==> config.mk <==
export PLATFORM = sky130hd
export DESIGN_NAME = bitwise_logic_unit
export DESIGN_NICKNAME = d
export VERILOG_FILES = /design/src/rtl/bitwise_logic_unit_pkg.sv /design/src/rtl/bitwise_slice.sv /design/src/rtl/bitwise_logic_unit.sv
export SDC_FILE = /design/constraint.sdc
export NUM_CORES = 1
export LEC_CHECK = 0
export CORE_ASPECT_RATIO = 0.75
export CORE_MARGIN = 8
export CORE_UTILIZATION = 51
export CTS_CLUSTER_DIAMETER = 60
export CTS_CLUSTER_SIZE = 24
export DETAILED_ROUTE_END_ITERATION = 10
export GPL_ROUTABILITY_DRIVEN = 0
export MAX_ROUTING_LAYER = met4
export PLACE_DENSITY = 0.79
export RECOVER_POWER = 25
export SKIP_LAST_GASP = 1
export SYNTH_ARGS = -nofsm -noshare
export SYNTH_HDL_FRONTEND = slang
export SYNTH_HIERARCHICAL = 1
export SYNTH_SLANG_ARGS = --single-unit
export TNS_END_PERCENT = 5
==> constraint.sdc <==
create_clock -name clock -period 4.3 [get_ports clock]
set_input_delay 1.075 -clock clock [delete_from_list [all_inputs] [get_ports clock]]
set_output_delay 1.075 -clock clock [all_outputs]
set_load 0.05 [all_outputs]
==> src/rtl/bitwise_logic_unit_pkg.sv <==
// Shared ALU definitions: logic-op encoding and the slice-serial FSM state encoding.
package bitwise_logic_unit_pkg;

    // Logic operation select
    localparam logic [1:0] OP_AND = 2'b00;
    localparam logic [1:0] OP_OR  = 2'b01;
    localparam logic [1:0] OP_XOR = 2'b10;
    localparam logic [1:0] OP_NOR = 2'b11;

    // FSM states
    localparam logic [1:0] ST_IDLE = 2'b00;
    localparam logic [1:0] ST_RUN  = 2'b01;
    localparam logic [1:0] ST_DONE = 2'b10;

endpackage

==> src/rtl/bitwise_slice.sv <==
// Combinational SLICE-wide logic cell: y = a <op> b.
module bitwise_slice
    import bitwise_logic_unit_pkg::*;
#(
    parameter int unsigned SLICE = 8
) (
    input  logic [SLICE-1:0] a,
    input  logic [SLICE-1:0] b,
    input  logic [1:0]       op,
    output logic [SLICE-1:0] y
);

    // Decode the operation for one slice
    always_comb begin
        y = '0;
        unique case (op)
            OP_AND:  y = a & b;
            OP_OR:   y = a | b;
            OP_XOR:  y = a ^ b;
            OP_NOR:  y = ~(a | b);
            default: y = '0;
        endcase
    end

endmodule

==> src/rtl/bitwise_logic_unit.sv <==
// Slice-serial bitwise logic unit: processes SLICE bits of A op B per cycle with a
// start/busy/done handshake and a sticky nonzero flag for branch/flag logic.
module bitwise_logic_unit
    import bitwise_logic_unit_pkg::*;
#(
    parameter int unsigned WIDTH = 32,
    parameter int unsigned SLICE = 8
) (
    input  logic             clock,
    input  logic             reset,
    input  logic             ctrl_start,
    input  logic [1:0]       op,
    input  logic [WIDTH-1:0] data_operandA,
    input  logic [WIDTH-1:0] data_operandB,
    output logic [WIDTH-1:0] data_result,
    output logic             result_nonzero,
    output logic             busy,
    output logic             done
);

    localparam int unsigned NSLICE = WIDTH / SLICE;
    // Keep the index at least one bit wide so NSLICE == 1 still elaborates
    localparam int unsigned IDXW   = (NSLICE > 1) ? $clog2(NSLICE) : 1;

    if ((SLICE == 0) || ((WIDTH % SLICE) != 0)) begin : g_bad_param
        $error("bitwise_logic_unit: WIDTH must be a nonzero multiple of SLICE");
    end

    logic [1:0]       state_q, state_d;
    logic [IDXW-1:0]  idx_q, idx_d;
    logic [WIDTH-1:0] a_q, b_q;
    logic [1:0]       op_q;
    logic [WIDTH-1:0] result_q, result_d;
    logic             nz_q, nz_d;
    logic [SLICE-1:0] a_sl, b_sl, y_sl;
    logic             last_slice;
    logic             accept;

    assign accept     = (state_q == ST_IDLE) && ctrl_start;
    assign last_slice = (idx_q == IDXW'(NSLICE - 1));

    // Select the current operand slice from the captured operands
    always_comb begin
        a_sl = '0;
        b_sl = '0;
        for (int i = 0; i < int'(NSLICE); i++) begin
            if (idx_q == IDXW'(i)) begin
                a_sl = a_q[i*SLICE +: SLICE];
                b_sl = b_q[i*SLICE +: SLICE];
            end
        end
    end

    bitwise_slice #(
        .SLICE (SLICE)
    ) u_slice (
        .a  (a_sl),
        .b  (b_sl),
        .op (op_q),
        .y  (y_sl)
    );

    // Next-state: FSM sequencing, slice write-back and nonzero accumulation
    always_comb begin
        state_d  = state_q;
        idx_d    = idx_q;
        result_d = result_q;
        nz_d     = nz_q;
        case (state_q)
            ST_IDLE: begin
                if (ctrl_start) begin
                    state_d  = ST_RUN;
                    idx_d    = '0;
                    result_d = '0;
                    nz_d     = 1'b0;
                end
            end
            ST_RUN: begin
                for (int i = 0; i < int'(NSLICE); i++) begin
                    if (idx_q == IDXW'(i)) begin
                        result_d[i*SLICE +: SLICE] = y_sl;
                    end
                end
                nz_d = nz_q | (|y_sl);
                if (last_slice) begin
                    state_d = ST_DONE;
                    idx_d   = '0;
                end else begin
                    idx_d = idx_q + IDXW'(1);
                end
            end
            ST_DONE: state_d = ST_IDLE;
            default: state_d = ST_IDLE;
        endcase
    end

    // State, result and flag registers; async reset aborts any operation
    always_ff @(posedge clock or posedge reset) begin
        if (reset) begin
            state_q  <= ST_IDLE;
            idx_q    <= '0;
            result_q <= '0;
            nz_q     <= 1'b0;
        end else begin
            state_q  <= state_d;
            idx_q    <= idx_d;
            result_q <= result_d;
            nz_q     <= nz_d;
        end
    end

    // Operand/op capture on an accepted start only; later input changes are ignored
    always_ff @(posedge clock or posedge reset) begin
        if (reset) begin
            a_q  <= '0;
            b_q  <= '0;
            op_q <= OP_AND;
        end else if (accept) begin
            a_q  <= data_operandA;
            b_q  <= data_operandB;
            op_q <= op;
        end
    end

    assign data_result    = result_q;
    assign result_nonzero = nz_q;
    assign busy           = (state_q == ST_RUN);
    assign done           = (state_q == ST_DONE);

endmodule

==> results_dict.tcl <==
set metrics [dict create \
    finalHoldWorstSlack_ps 497 \
    finalSetupViolations 0 \
    cts-root-to-sink-buffers 2 \
    slowest_stage "sky130_fd_sc_hd__nor2b_2" \
    timing.critical_path.arrival_ps 4200 \
    starting_utilization_of_the_core_area 0.519 \
    cts_tree "done" \
    htreeDepth 3 \
    share_of_post_route_cells_with_drive_strength_above_1 0.189 \
    grt_antenna_before_repair 0 \
    cpPeakStageDelay_ps 650 \
    synth_fp_nets 467 \
    holdBufCountCts 0 \
    post_dp_cell_area_sq_mm 0.00599 \
    async_flop_share 1.00 \
    placement_rows 31 \
    worst_skew_pair.late_latency_ps 350 \
    layout_min_cycle_time_ps 3970 \
    synth_top_area_cell "sky130_fd_sc_hd__dfrtp_1" \
    design.core.area_sq_mm 0.00954 \
    grt_start_max_net_pins 89 \
    layout.area.seq_sq_mm 0.00258 \
    die_w_um 130 \
    final_critical_path_setup_slack_ps 327 \
    worst-path-max-fanout 18 \
    critical_path.cell_chain "inv_1, ha_1, nor2b_2, a221oi_1, o31ai_1, inv_1, ha_1, mux2i_1, mux2i_1, or4_1, o21ai_1, nand2_1" \
    grt_setup_unrepaired "no" \
    pin_count 104 \
    post-layout-total-power_w 0.00533 \
    cts_root_buf "sky130_fd_sc_hd__clkbuf_16" \
    reg2reg_depth 12 \
    fin_nets 559 \
    route.detailed.vias_per_inst 5.53 \
    finalHoldViolCount 0 \
    drv_cap 1 \
    clock_sinks 103 \
    synth_sequential_area_ratio 0.520 \
    fmaxAchievable_mhz 252 \
    dominantRegCellSynth "sky130_fd_sc_hd__dfrtp_1" \
    io_buffer_count 103 \
    drt.antenna.violating_nets 0 \
    cts_resized 0 \
    cts_made_buffers 9 \
    post_synthesis_cell_count 378 \
    cts_setup_buffers 0 \
    synth_warnings 6 \
    critical_path.endpoint_type "flip-flop" \
    status "finished, violations left" \
    clk_transition_reported_paths_ps 70 \
    drt-wirelength-per-cell_um 19.0 \
    grt_pass1_wl_um 18400 \
    first_iter_violations 156 \
    max-slew-margin-rel -0.175 \
    yosys.area.top_type_share 0.520 \
    grt_util_all_layers 0.187 \
    preCtsSetupSlack_ps 346 \
    drv_slew 89 \
    synth.distinct_cells 28 \
    first_global_vias 3544 \
    cellLeakagePower_nw 2.72 \
    vias 3355 \
    layout.filler_cells 752 \
    floorplan.die.height_um 101 \
    post_synth_instance_area_sq_mm 0.00495 \
    place.detailed.hpwl_um 8430 \
    hp-class "flip-flop to flip-flop" \
    finalClockSkew_ps 12.4 \
    yosys_register_bits 103 \
    design.die.area_sq_mm 0.0132 \
    violations "max-capacitance violations, max-slew violations" \
    finalSetupTns_ps 0 \
    hold_path_depth 1 \
    drc 0 \
    final_non_filler_cell_area_sq_mm 0.00627 \
    post_synth_edffs 0 \
    p_per_area_mw_per_mm2 849 \
    detailedRoute.firstPassIterationCount 4 \
    relative_area_change_from_synthesis_to_final_layout_pct 26.6 \
    critical_path_required_ps 4530 \
    area_of_combinational_cells_with_multiple_inputs_sq_mm 0.00210 \
    max_slew.worst_pin.slew_ps 1760 \
    route.final.wire_length_um 11500 \
    n_antenna_cell 0 \
    path_class "flip-flop to flip-flop" \
    grt-ovfl-total 0 \
    post_synth.cell_area_avg_sq_um 13.1 \
    ys_top_cells_by_area "sky130_fd_sc_hd__dfrtp_1, sky130_fd_sc_hd__mux2_2, sky130_fd_sc_hd__a22o_1, sky130_fd_sc_hd__ha_1, sky130_fd_sc_hd__mux2i_1" \
    post-route-period-util 0.924 \
    max-vdd-ir-drop_mv 0.343 \
    setup.worst_path.start_class "flip-flop" \
]
[state kept, by name (all words and copies together), names as in the netlist]
signal and flops:
op_q 2, b_q 32, data_result 32, result_nonzero 1
state_q 2, a_q 32, idx_q 2
[final timing paths]
check | start | to | slack [ps]
max reg2reg | idx_q[1]$_DFFE_PP0P_ | result_nonzero$_DFFE_PP0P_ | 330
min | data_result[29]$_DFFE_PP0P_ | data_result[29]$_DFFE_PP0P_ | 500
min in group asynchronous | reset | a_q[20]$_DFFE_PP0P_ | 1750
max | idx_q[1]$_DFFE_PP0P_ | result_nonzero$_DFFE_PP0P_ | 330
max in group asynchronous | reset | b_q[15]$_DFFE_PP0P_ | 1490
min reg2reg | data_result[29]$_DFFE_PP0P_ | data_result[29]$_DFFE_PP0P_ | 500
[logic make-up after synthesis]
kind of cell               Yosys count  synth area share
AOI/OAI and AO/OA                   69             0.115
xor gates and xnor gates             8            0.0141
adders and majority gates           20            0.0505
buffers and inverters               46            0.0548
DFF                                103             0.520
muxes                               82             0.182
and+or+nand+nor                     50            0.0626
[power breakdown]
group	switching, W	internal [W]
clock	0.000348	0.000467
combinational	0.00157	0.00122
sequential	0.000332	0.00140
total	0.00225	0.00308
[Yosys cell counts, drive strengths merged (2+ instances only)]
library cell	count
inv	20
clkbuf	8
nor2b	17
and3b	4
a22o	32
nand2	18
ha	20
or4	2
mux2i	16
a221oi	16
dfrtp	103
nand2b	2
mux2	66
buf	18
xor2	8
o31ai	18
nor2	4
o21ai	2
[critical path: cells and delay by family, from the launching register on]
family	cells	cell delay, ps
flops	1	380
simple gates	3	1270
buf+inv	2	180
mux	2	440
fa+ha+maj	2	720
compound gates	3	850
[per-layer routing]
layer,wire (um),up-vias,GRT usage
li1,-,1551,-
met4,123,0,0.0596
met2,5430,107,0.288
met1,5270,1687,0.236
met5,0,-,-
met3,684,10,0.0526
[metrics by stage]
stage          std cells   util
6_report             607  0.658
5_1_grt              607  0.658
4_1_cts              607  0.659
3_5_place_dp         591  0.628
3_3_place_gp         591  0.628
2_1_floorplan        378      -
[final cells by class]
cell class | instances | area share
Sequential cell | 103 | 0.411
Multi-Input combinational cell | 229 | 0.335
Timing Repair Buffer | 107 | 0.168
Clock buffer | 11 | 0.0387
Tap cell | 132 | 0.0263
Inverter | 20 | 0.0120
Clock inverter | 5 | 0.00897
[placed cells by master (no fill, tap or decap), types with 2 or more instances in the layout]
cell type,Yosys,layout
sky130_fd_sc_hd__nor2_4,4,4
sky130_fd_sc_hd__xor2_1,8,8
sky130_fd_sc_hd__clkdlybuf4s50_1,0,101
sky130_fd_sc_hd__nor2b_1,16,16
sky130_fd_sc_hd__a22o_1,32,32
sky130_fd_sc_hd__nand2b_1,2,2
sky130_fd_sc_hd__nand2_1,18,18
sky130_fd_sc_hd__ha_1,20,20
sky130_fd_sc_hd__or4_1,2,2
sky130_fd_sc_hd__mux2_2,66,66
sky130_fd_sc_hd__mux2i_1,16,16
sky130_fd_sc_hd__a221oi_1,16,16
sky130_fd_sc_hd__dlygate4sd3_1,0,2
sky130_fd_sc_hd__clkbuf_1,6,2
sky130_fd_sc_hd__clkbuf_16,0,9
sky130_fd_sc_hd__and3b_1,4,4
sky130_fd_sc_hd__o31ai_1,18,18
sky130_fd_sc_hd__dfrtp_1,103,103
sky130_fd_sc_hd__inv_1,20,19
sky130_fd_sc_hd__clkinv_2,0,2
sky130_fd_sc_hd__buf_4,1,3
(Power assumes the default switching activity.)
